==> config.mk <==
export PLATFORM = sky130hd
export DESIGN_NAME = if_id_stall_stage
export DESIGN_NICKNAME = d
export VERILOG_FILES = /design/src/rtl/pipeline_pkg.sv /design/src/rtl/sat_counter.sv /design/src/rtl/if_id_stall_stage.sv
export SDC_FILE = /design/constraint.sdc
export NUM_CORES = 1
export LEC_CHECK = 0
export ABC_AREA = 1
export BUFFER_PORTS_ARGS = -buffer_cell sky130_fd_sc_hd__buf_2
export CORE_MARGIN = 3
export CORE_UTILIZATION = 44
export DETAILED_ROUTE_END_ITERATION = 6
export GPL_ROUTABILITY_DRIVEN = 0
export GPL_TIMING_DRIVEN = 1
export PLACE_DENSITY = 0.79
export SLEW_MARGIN = 20
export SYNTH_ARGS = -nofsm -noshare
export SYNTH_HDL_FRONTEND = slang
export SYNTH_HIERARCHICAL = 1
export SYNTH_SLANG_ARGS = --single-unit
==> constraint.sdc <==
create_clock -name clk_i -period 1.45 [get_ports clk_i]
set_input_delay 0.2175 -clock clk_i [delete_from_list [all_inputs] [get_ports clk_i]]
set_output_delay 0.2175 -clock clk_i [all_outputs]
set_load 0.01 [all_outputs]
==> src/rtl/pipeline_pkg.sv <==
// Shared types and constants for the IF/ID stall stage.
//   fsm_state_t : fetch-side state (BOOT, RUN, STALL)
//   NOP_INSTR   : encoding loaded into IF/ID on reset and on flush
//   PC_INCR     : sequential PC step
package pipeline_pkg;

   typedef enum logic [1:0] {
      BOOT  = 2'd0,
      RUN   = 2'd1,
      STALL = 2'd2
   } fsm_state_t;

   localparam logic [31:0] NOP_INSTR = 32'h0000_0000;
   localparam logic [31:0] PC_INCR   = 32'd4;

endpackage

==> src/rtl/sat_counter.sv <==
// Saturating up-counter used for the optional stall/flush statistics.
// Ports:
//   clk_i : clock
//   inc   : count one event on this edge
//   clear : synchronous clear, takes priority over inc
//   value : current count, sticks at all-ones
module sat_counter #(
   parameter int WIDTH = 16
) (
   input  logic             clk_i,
   input  logic             inc,
   input  logic             clear,
   output logic [WIDTH-1:0] value
);

   always_ff @(posedge clk_i) begin
      if (clear) begin
         value <= '0;
      end else if (inc && (value != {WIDTH{1'b1}})) begin
         value <= value + 1'b1;
      end
   end

endmodule

==> src/rtl/if_id_stall_stage.sv <==
// Program counter and IF/ID pipeline register with load-use stall and
// branch flush handling.
// Ports:
//   clk_i, rst_i    : clock, synchronous active-low reset
//   stall_i         : load-use stall request (beats flush)
//   flush_i         : branch/jump taken in ID
//   pc_next_i       : next PC from the PC mux
//   instr_i         : instruction memory data for pc_o
//   pc_o            : current PC
//   IF_ID_pc_o      : PC+4 of the instruction in ID
//   IF_ID_instr_o   : instruction in ID
//   IF_ID_valid_o   : ID instruction is real, not a bubble
//   ctrl_bubble_o   : zero the ID/EX control (combinational)
//   stall_cnt_o     : stall-cycle count   (IF_ID_STATS_EN only)
//   flush_cnt_o     : applied-flush count (IF_ID_STATS_EN only)
// Optional feature macro: IF_ID_STATS_EN enables the statistics counters.
//
// state | meaning
// BOOT  | after reset: IF/ID holds a NOP, PC advances, stall/flush ignored
// RUN   | normal advance or flush
// STALL | stall_i seen high: PC and IF/ID hold until stall_i drops
module if_id_stall_stage
   import pipeline_pkg::*;
#(
   parameter logic [31:0] RESET_PC = 32'h0000_0000,
   parameter int          CNT_W    = 16
) (
   input  logic             clk_i,
   input  logic             rst_i,
   input  logic             stall_i,
   input  logic             flush_i,
   input  logic [31:0]      pc_next_i,
   input  logic [31:0]      instr_i,
   output logic [31:0]      pc_o,
   output logic [31:0]      IF_ID_pc_o,
   output logic [31:0]      IF_ID_instr_o,
   output logic             IF_ID_valid_o,
`ifdef IF_ID_STATS_EN
   output logic [CNT_W-1:0] stall_cnt_o,
   output logic [CNT_W-1:0] flush_cnt_o,
`endif
   output logic             ctrl_bubble_o
);

   fsm_state_t state;

   always_ff @(posedge clk_i) begin
      if (!rst_i) begin
         state         <= BOOT;
         pc_o          <= RESET_PC;
         IF_ID_pc_o    <= '0;
         IF_ID_instr_o <= NOP_INSTR;
         IF_ID_valid_o <= 1'b0;
      end else begin
         case (state)
            BOOT: begin
               state <= RUN;
               pc_o  <= pc_next_i;
            end
            RUN, STALL: begin
               if (stall_i) begin
                  state <= STALL;
               end else if (flush_i) begin
                  // Fetched instruction is on the wrong path: drop it.
                  state         <= RUN;
                  pc_o          <= pc_next_i;
                  IF_ID_pc_o    <= '0;
                  IF_ID_instr_o <= NOP_INSTR;
                  IF_ID_valid_o <= 1'b0;
               end else begin
                  state         <= RUN;
                  pc_o          <= pc_next_i;
                  IF_ID_pc_o    <= pc_o + PC_INCR;
                  IF_ID_instr_o <= instr_i;
                  IF_ID_valid_o <= 1'b1;
               end
            end
            default: begin
               state <= BOOT;
            end
         endcase
      end
   end

   // The stall must squash ID/EX control in the very cycle it is raised.
   assign ctrl_bubble_o = stall_i | ~IF_ID_valid_o;

`ifdef IF_ID_STATS_EN
   logic active;
   assign active = (state == RUN) || (state == STALL);

   sat_counter #(.WIDTH(CNT_W)) u_stall_cnt (
      .clk_i (clk_i),
      .inc   (active && stall_i),
      .clear (~rst_i),
      .value (stall_cnt_o)
   );

   sat_counter #(.WIDTH(CNT_W)) u_flush_cnt (
      .clk_i (clk_i),
      .inc   (active && !stall_i && flush_i),
      .clear (~rst_i),
      .value (flush_cnt_o)
   );
`endif

endmodule

After elaboration in Yosys (flattened, before gate mapping)

Cells that the tools add are included.

$add $sub $neg: 1
Equal/unequal tests: 3
Mux-type cells: 7
Bitwise operators: 3
Reduce and logical (&&, ||, !) cells: 5

Operator list:

| cell                  | number |
|---|---|
| $mux 32               | 3 |
| $pmux 32 s2           | 1 |
| $add 32x3->32 const B | 1 |
| $pmux 2 s2            | 1 |
| $reduce_and 2->1      | 2 |
| $eq 2x1->1 const B    | 1 |
| $eq 2x2->1 const B    | 1 |
| $logic_not 2->1       | 1 |
| $mux 2                | 1 |
| $ne 2x2->1 const B    | 1 |
| $not 1->1             | 2 |
| $reduce_bool 2->1     | 1 |
| $reduce_or 2->1       | 1 |
| $mux 1                | 1 |
| $or 1x1->1            | 1 |

Bits in registers: 99
Bits of input ports: 68
Output and inout bits: 98

Longest topological paths before layout

Gate-level depths: netlist (run 1).

Depth after elaboration: 4
Depth in mapped cells: 10
Depth with buffers taken out: 10

Least setup slack after synthesis (run 1)

No wires, ideal clock.

Kind: register -> register
Start: reg state[0]
End: reg IF_ID_pc_o[21]
Arrival: 1436 ps
Data required time: 1379 ps
Setup slack: -57 ps
Cell stages (with the launch flop): 10
Clock period less this slack: 1507 ps
Cell sequence: dfxtp_1 inv_1 ha_1 inv_1 nor2_2 inv_2 buf_2 clkbuf_1 nand2_1 a21oi_1

Longest elaborated chain between the ends: 3

Ends and longest elaborated chain:

| item                                     | line                    | text |
|---|---|---|
| start: declaration                       | if_id_stall_stage.sv:45 | `fsm_state_t state;` |
| start signal: assignment                 | if_id_stall_stage.sv:49 | `state <= BOOT;` |
| start signal: assignment                 | if_id_stall_stage.sv:57 | `state <= RUN;` |
| start signal: assignment                 | if_id_stall_stage.sv:62 | `state <= STALL;` |
| $eq 2x1->1 or $eq 2x2->1 (tied branches) | if_id_stall_stage.sv:55 | `case (state)` |
| $reduce_or 2->1 (*)                      | if_id_stall_stage.sv:55 |  |
| $reduce_and 2->1 (no line) (*)           | -                       |  |
| end signal: assignment                   | if_id_stall_stage.sv:73 | `IF_ID_pc_o <= pc_o + PC_INCR;` |
| end: declaration                         | if_id_stall_stage.sv:35 | `output logic [31:0] IF_ID_pc_o,` |

Mark *: on every way between the ends. The rest lies on a longest branch, timed or not.
A chain may end at the register's enable or synchronous reset.

Worst setup path in the final report (run 1)

Start: reg state[1]
End: reg IF_ID_pc_o[17]

The elaborated chain is that of the path after synthesis.

==> flow_metrics.py, run 1 <==
metrics = {
    "status": {
        "status": "finished with violations",
        "violations": "setup timing",
    },
    "timing": {
        "setup_slack_ps": -181.9,
        "period_minus_slack_ps": 1632,
        "min_period_over_period": 1.125,
        "slew_headroom": 0.6936,
        "hold_viol": 0,
        "worstMarginPinSlew_ps": 458.9,
        "fin_worst_skew_ps": 10.48,
        "fmax_ghz": 0.6128,
        "finalSetupViolations": 97,
        "tns_ps": -8025,
        "slew_viol_final": 0,
        "rsz0062_at_grt": "true",
    },
    "detailed_routing": {
        "avgRoutedWirePerCell_um": 16.07,
        "drc": 0,
        "vias": 5061,
        "dr.first_iter.drc_count": 624,
        "drt-pass1-iter-count": 7,
        "antenna_left": 0,
        "drt_wl_total_um": 15510,
        "viasPerCell": 5.245,
    },
    "setup_path": {
        "cp-start-kind": "flop",
        "worstPathArrival_ps": 1920,
        "critPathKind": "flop to flop",
        "cp.required_ps": 1740,
        "critPathMaxFanout": 11,
        "cp-end-kind": "flop",
    },
    "power": {
        "pwr-share-comb": 0.314,
        "vdd_ir_drop_max_mv": 0.6435,
        "p_per_area_nw_per_um2": 1092,
        "sw_frac_of_total": 0.3531,
        "p_clk_frac": 0.237,
        "p_int_mw": 4.640,
        "finalPower_mw": 7.173,
        "p_leak_nw": 2.850,
        "p_sw_mw": 2.533,
        "seqPwrFrac": 0.448,
    },
    "cts": {
        "h-tree-depth": 3,
        "cts_tree": "done",
        "cts_buffer_depth": 2,
        "cts.sinks": 99,
        "numCtsBuffers": 9,
        "cts_root_buf": "clkbuf_8",
        "clk-insertion-delay-late_ps": 370,
        "cts.clk_slew.worst_paths_ps": 100,
    },
    "global_routing": {
        "grt_pass1_vias": 4547,
        "gr-usage-all-layers": 0.2399,
        "antenna_found_initial": 0,
        "grt_pass1_wl_um": 21640,
        "grt_start_max_net_pins": 45,
        "grt.overflow.total": 0,
    },
    "yosys": {
        "ys_seq_elements": 99,
        "synthArstFlopShare": 0,
        "syn_area_per_cell_sq_um": 6.922,
        "yosysWarnings": 6,
        "synthesis.area_sq_um": 4333,
        "synth.net_count": 697,
        "synth_enable_flop_cells": 0,
        "synthTopCellsByCount": "nand2_1, dfxtp_1, nor2_1",
        "synth_cell_types": 27,
        "yosys.area.top_type": "dfxtp_1",
        "yosys.area.top_type_share": 0.4574,
        "synth_area_leaders": "dfxtp_1, nand2_1, a21oi_1, nor2_1, o21ai_0",
        "synth-main-ff-cell": "dfxtp_1",
        "syn_inst": 626,
        "post-synth-top-count-cell": "nand2_1",
        "ys_seq_area_frac": 0.4574,
    },
    "place": {
        "place_area_sq_um": 5509,
        "numPortBuffers": 165,
        "hpwl_um": 9801,
    },
    "floorplan": {
        "rows": 35,
        "die_w_um": 105.2,
        "fp.coreArea_sq_um": 9415,
        "ioPinCount": 166,
        "dieHeight_um": 105.2,
        "start_util": 0.4602,
        "dieArea_sq_um": 11070,
    },
    "cells_and_area": {
        "n_antenna_cell": 0,
        "syn2layout_area_growth_pct": 51.66,
        "stdcell_area_sq_um": 6571,
        "layout-drive-gt1-share": 0.4402,
        "num-fill-cells": 712,
        "nNetsFinal": 902,
    },
    "flow_run": {
        "maxCapViolCount": 0,
    },
    "worst_hold_path": {
        "hold_path.class": "input port to flop",
    },
}
[routing by layer]
layer,wire length [um],vias up,global-route usage,part of all wire
met2,7346,280,0.4080,0.47
met3,1431,28,0.05083,0.092
met4,320,0,0.06373,0.021
met1,6411,2327,0.3085,0.41
met5,0,-,0,0
li1,-,2426,-,-
[cell type report]
type,instances,area [sq um],share of cell area
multi-input combinational,456,2534,0.3856
sequential,99,1999,0.3043
timing repair buffer,222,1519,0.2312
inverter,43,173.9,0.02647
tap,129,161.4,0.02456
clock buffer,9,123.9,0.01885
clock inverter,7,60.06,0.009139
[metrics by stage]
stage	cells	utilization	setup slack [ps]	hold slack (ps)
after detailed placement	928	0.5851	-270.3	453.2
after CTS	953	0.6294	-132.5	73.90
final	965	0.6979	-181.9	85.30
after floorplan	626	-	-54.76	351.2
after global routing	965	0.6979	-274.1	72.53
after global placement	928	0.5851	-169.3	448.9
[repair_timing]
item | CTS | global route
setup endpoints to repair | 97 | 97
endpoints found under the hold margin | 0 | 0
buffers inserted | 6 | 6
hold buffers | 0 | 0
pin swaps | 6 | 21
resized for setup | 41 | 150
gates cloned | 3 | 7
[cells by family (layout without fill, tap and decap cells)]
group | count (synthesis) | in the layout | synth area share
DFF | 99 | 99 | 0.4574
and+or+nand+nor | 318 | 319 | 0.3029
buffers and inverters | 72 | 281 | 0.06902
xor gates and xnor gates | 2 | 2 | 0.005777
AOI/OAI and AO/OA | 132 | 132 | 0.1562
adders and majority gates | 3 | 3 | 0.008664
[worst max-delay path, cell delays in order, from the launching register on]
cell and delay, ps:
dfxtp_2 350, inv_2 40, ha_4 280, inv_2 40
nor2_4 90, inv_2 60, nor2_4 120, buf_12 160
buf_16 150, nand3_1 100, a21oi_1 160
[flip-flops by register name, summed over array words and instances (netlist names)]
signal / count
IF_ID_instr_o: 32
IF_ID_pc_o: 32
pc_o: 32
state: 2
IF_ID_valid_o: 1
[power groups by stage]
stage	combinational, mW	sequential, mW	clock [mW]
3_5_place_dp	1.47	3.22	0
6_report	2.25	3.22	1.70
3_3_place_gp	1.44	3.21	0
4_1_cts	1.61	3.17	1.74
5_1_grt	2.41	3.24	1.84
2_1_floorplan	0.647	3.31	0
[cell usage in the layout (no fill, tap or decap), types with 4 or more instances in the layout]
cell / count
clkbuf_16: 6
buf_4: 36
inv_1: 35
nor2_2: 14
clkbuf_8: 9
nand2_2: 7
nand3_1: 23
buf_12: 10
o21ai_2: 15
inv_2: 6
buf_2: 165
a21oi_2: 35
dfxtp_2: 14
buf_6: 4
a21oi_1: 51
nand2_1: 178
dfxtp_1: 85
nor2_4: 18
o21ai_1: 20
nor2_1: 63
nand3_4: 6
[final timing paths]
path                               start                       endpoint  slack (ps)  cells after the start
max                  state[1]$_SDFF_PN0_    IF_ID_pc_o[17]$_SDFFE_PN0P_        -180                     10
min                           instr_i[5]  IF_ID_instr_o[5]$_SDFFE_PN0P_          90                      3
max reg2reg          state[1]$_SDFF_PN0_    IF_ID_pc_o[17]$_SDFFE_PN0P_        -180                     10
min reg2reg  IF_ID_pc_o[22]$_SDFFE_PN0P_    IF_ID_pc_o[22]$_SDFFE_PN0P_         470                      2
(Power assumes the default switching activity.)
==> inputs of run 2 (changes only) <==
--- a/config.mk
+++ b/config.mk
@@ -12,6 +12,7 @@
 export DETAILED_ROUTE_END_ITERATION = 6
 export GPL_ROUTABILITY_DRIVEN = 0
 export GPL_TIMING_DRIVEN = 1
+export MAX_ROUTING_LAYER = met4
 export PLACE_DENSITY = 0.79
 export SLEW_MARGIN = 20
 export SYNTH_ARGS = -nofsm -noshare
==> run 2 against run 1 <==
Combinational power is essentially flat. Non-clock buffer count grew 1. Design area is essentially flat. The run still ends with setup timing left. Die area is the same. Critical endpoint is now IF_ID_pc_o[20]$_SDFFE_PN0P_. Highest routed layer unchanged. Critical path type unchanged. Setup slack gained 7.3 ps. Largest power group unchanged. Largest cell class unchanged. Clock power is essentially flat.
==> flow_metrics.py, run 2 (synthesis gave the netlist of run 1 again) <==
metrics = {
    "status": {
        "status": "finished with violations",
        "violations": "setup timing",
    },
    "setup_path": {
        "cp_top_family": "buffers and inverters",
        "cpMaxStageDelayCell": "dfxtp_2",
        "crit_buf_inv": 5,
        "ff2ff_setup_slack_ps": -170,
        "r2r_start": "state[1]$_SDFF_PN0_",
        "reg2reg_depth": 10,
        "cp-end-kind": "flop",
        "timing.rr.end": "IF_ID_pc_o[20]$_SDFFE_PN0P_",
        "critPathMaxFanout": 11,
        "critPathKind": "flop to flop",
        "worstPathArrival_ps": 1920,
        "cp.required_ps": 1740,
        "cp-start-kind": "flop",
        "critical_path.max_stage_delay_ps": 350,
        "crit_path_frequent_cell": "inv_2",
        "path_cells": "inv_2 -> ha_4 -> inv_2 -> nor2_4 -> inv_2 -> nor2_4 -> buf_12 -> buf_16 -> nand3_1 -> a21oi_1",
    },
    "cells_and_area": {
        "syn2layout_area_growth_pct": 51.52,
        "final_common_cell": "nand2_1",
        "n_antenna_cell": 0,
        "top_regs": "IF_ID_instr_o: 32 flops, IF_ID_pc_o: 32 flops, pc_o: 32 flops",
        "nNetsFinal": 903,
        "layout-drive-gt1-share": 0.4373,
        "final_cell_mix": "nand2_1, buf_2, dfxtp_1",
        "stdcell_area_sq_um": 6565,
    },
    "timing": {
        "rsz0062_at_grt": "true",
        "slew_viol_final": 0,
        "fmax_ghz": 0.6155,
        "slew_headroom": 0.6823,
        "finalSetupViolations": 97,
        "period_minus_slack_ps": 1625,
        "hold_viol": 0,
        "worstMarginPinSlew_ps": 475.8,
        "whs_ps": 86.32,
        "tns_ps": -7479,
        "min_period_over_period": 1.120,
        "fin_worst_skew_ps": 12.81,
        "setup_slack_ps": -174.6,
    },
    "global_routing": {
        "grt_pass1_vias": 4539,
        "top_usage_layer": "met2",
        "met3_usage": 0.04715,
        "grt_start_max_net_pins": 45,
        "grtUsageMet2": 0.4080,
        "grt_pass1_wl_um": 21680,
        "gr-usage-all-layers": 0.2466,
        "met1_usage": 0.3108,
        "antenna_found_initial": 0,
        "grt.overflow.total": 0,
    },
    "cts": {
        "cts_root_buf": "clkbuf_8",
        "cts.sinks": 99,
        "h-tree-depth": 3,
        "cts_tree": "done",
        "numCtsBuffers": 9,
        "clk-insertion-delay-late_ps": 370,
        "cts_hold_buf": 0,
        "cts_buffer_depth": 2,
        "cts.clk_slew.worst_paths_ps": 100,
    },
    "detailed_routing": {
        "dr.first_iter.drc_count": 526,
        "vias": 5065,
        "antenna_left": 0,
        "viasPerCell": 5.243,
        "drt_wl_total_um": 15640,
        "avgRoutedWirePerCell_um": 16.19,
        "drt-pass1-iter-count": 5,
        "drc": 0,
    },
    "floorplan": {
        "ioPinCount": 166,
        "fp.coreArea_sq_um": 9415,
        "rows": 35,
        "die_w_um": 105.2,
        "dieArea_sq_um": 11070,
        "dieHeight_um": 105.2,
        "start_util": 0.4602,
    },
    "power": {
        "seqPwrFrac": 0.448,
        "pwr-share-comb": 0.316,
        "p_leak_nw": 2.854,
        "sw_frac_of_total": 0.3531,
        "vdd_ir_drop_max_mv": 0.6416,
        "p_clk_frac": 0.237,
        "p_int_mw": 4.648,
        "finalPower_mw": 7.185,
        "p_sw_mw": 2.537,
        "p_per_area_nw_per_um2": 1094,
    },
    "worst_hold_path": {
        "min_delay_path_depth": 3,
        "hold_end": "pc_o[11]$_SDFFE_PN0P_",
        "hp-start": "pc_next_i[11]",
        "hold_path.class": "input port to flop",
    },
    "place": {
        "place_area_sq_um": 5509,
        "hpwl_um": 9801,
        "numPortBuffers": 165,
    },
    "flow_run": {
        "maxCapViolCount": 0,
    },
}
-- run 2: how the worst max path moves through the flow --
stage	from	end	slack, ps	depth (start not counted)
finish	state[1]$_SDFF_PN0_	IF_ID_pc_o[20]$_SDFFE_PN0P_	-170	10
global route	state[1]$_SDFF_PN0_	IF_ID_pc_o[17]$_SDFFE_PN0P_	-250	10
CTS	state[1]$_SDFF_PN0_	IF_ID_pc_o[12]$_SDFFE_PN0P_	-130	11
detailed placement	state[1]$_SDFF_PN0_	IF_ID_instr_o[21]$_SDFFE_PN0P_	-270	9
global placement	state[0]$_SDFF_PN0_	IF_ID_instr_o[21]$_SDFFE_PN0P_	-170	9
floorplan	state[0]$_SDFF_PN0_	IF_ID_pc_o[21]$_SDFFE_PN0P_	-50	9
-- run 2: routing by layer --
metal / wire length [um] / vias up
li1: - / 2429
met3: 1607 / 42
met5: 0 / -
met4: 454 / 0
met1: 6234 / 2289
met2: 7339 / 305
-- run 2: layout make-up --
class	instances	area [sq um]
Fill cell	716	2850
Multi-Input combinational cell	456	2516
Clock buffer	9	123.9
Inverter	43	173.9
Sequential cell	99	1999
Clock inverter	7	60.06
Timing Repair Buffer	223	1530
Tap cell	129	161.4
-- run 2: power by group through the flow --
stage	Clock, mW	Combinational, mW	Sequential [mW]
floorplan	0	0.647	3.31
global placement	0	1.44	3.21
detailed placement	0	1.47	3.22
CTS	1.74	1.61	3.17
global route	1.84	2.41	3.24
finish	1.70	2.27	3.22
-- run 2: repair_timing --
item                       CTS  global route
hold endpoints to repair     0             0
buffers inserted             6             6
pin swaps                    6            22
resized for setup           41           146
setup endpoints to repair   97            97
cloned                       3             8
-- run 2: tightest hold or removal path: cells and delay by family --
family,cells,cell delay [ps]
buf+inv,1,70
compound gates,1,50
simple gates,1,70
-- run 2: per-stage QoR --
| stage | setup slack [ps] | cells | utilization |
|---|---|---|---|
| 6_report | -174.6 | 966 | 0.6973 |
| 5_1_grt | -245.5 | 966 | 0.6973 |
| 4_1_cts | -132.5 | 953 | 0.6294 |
| 3_5_place_dp | -270.3 | 928 | 0.5851 |
| 3_3_place_gp | -169.3 | 928 | 0.5851 |
| 2_1_floorplan | -54.76 | 626 | - |
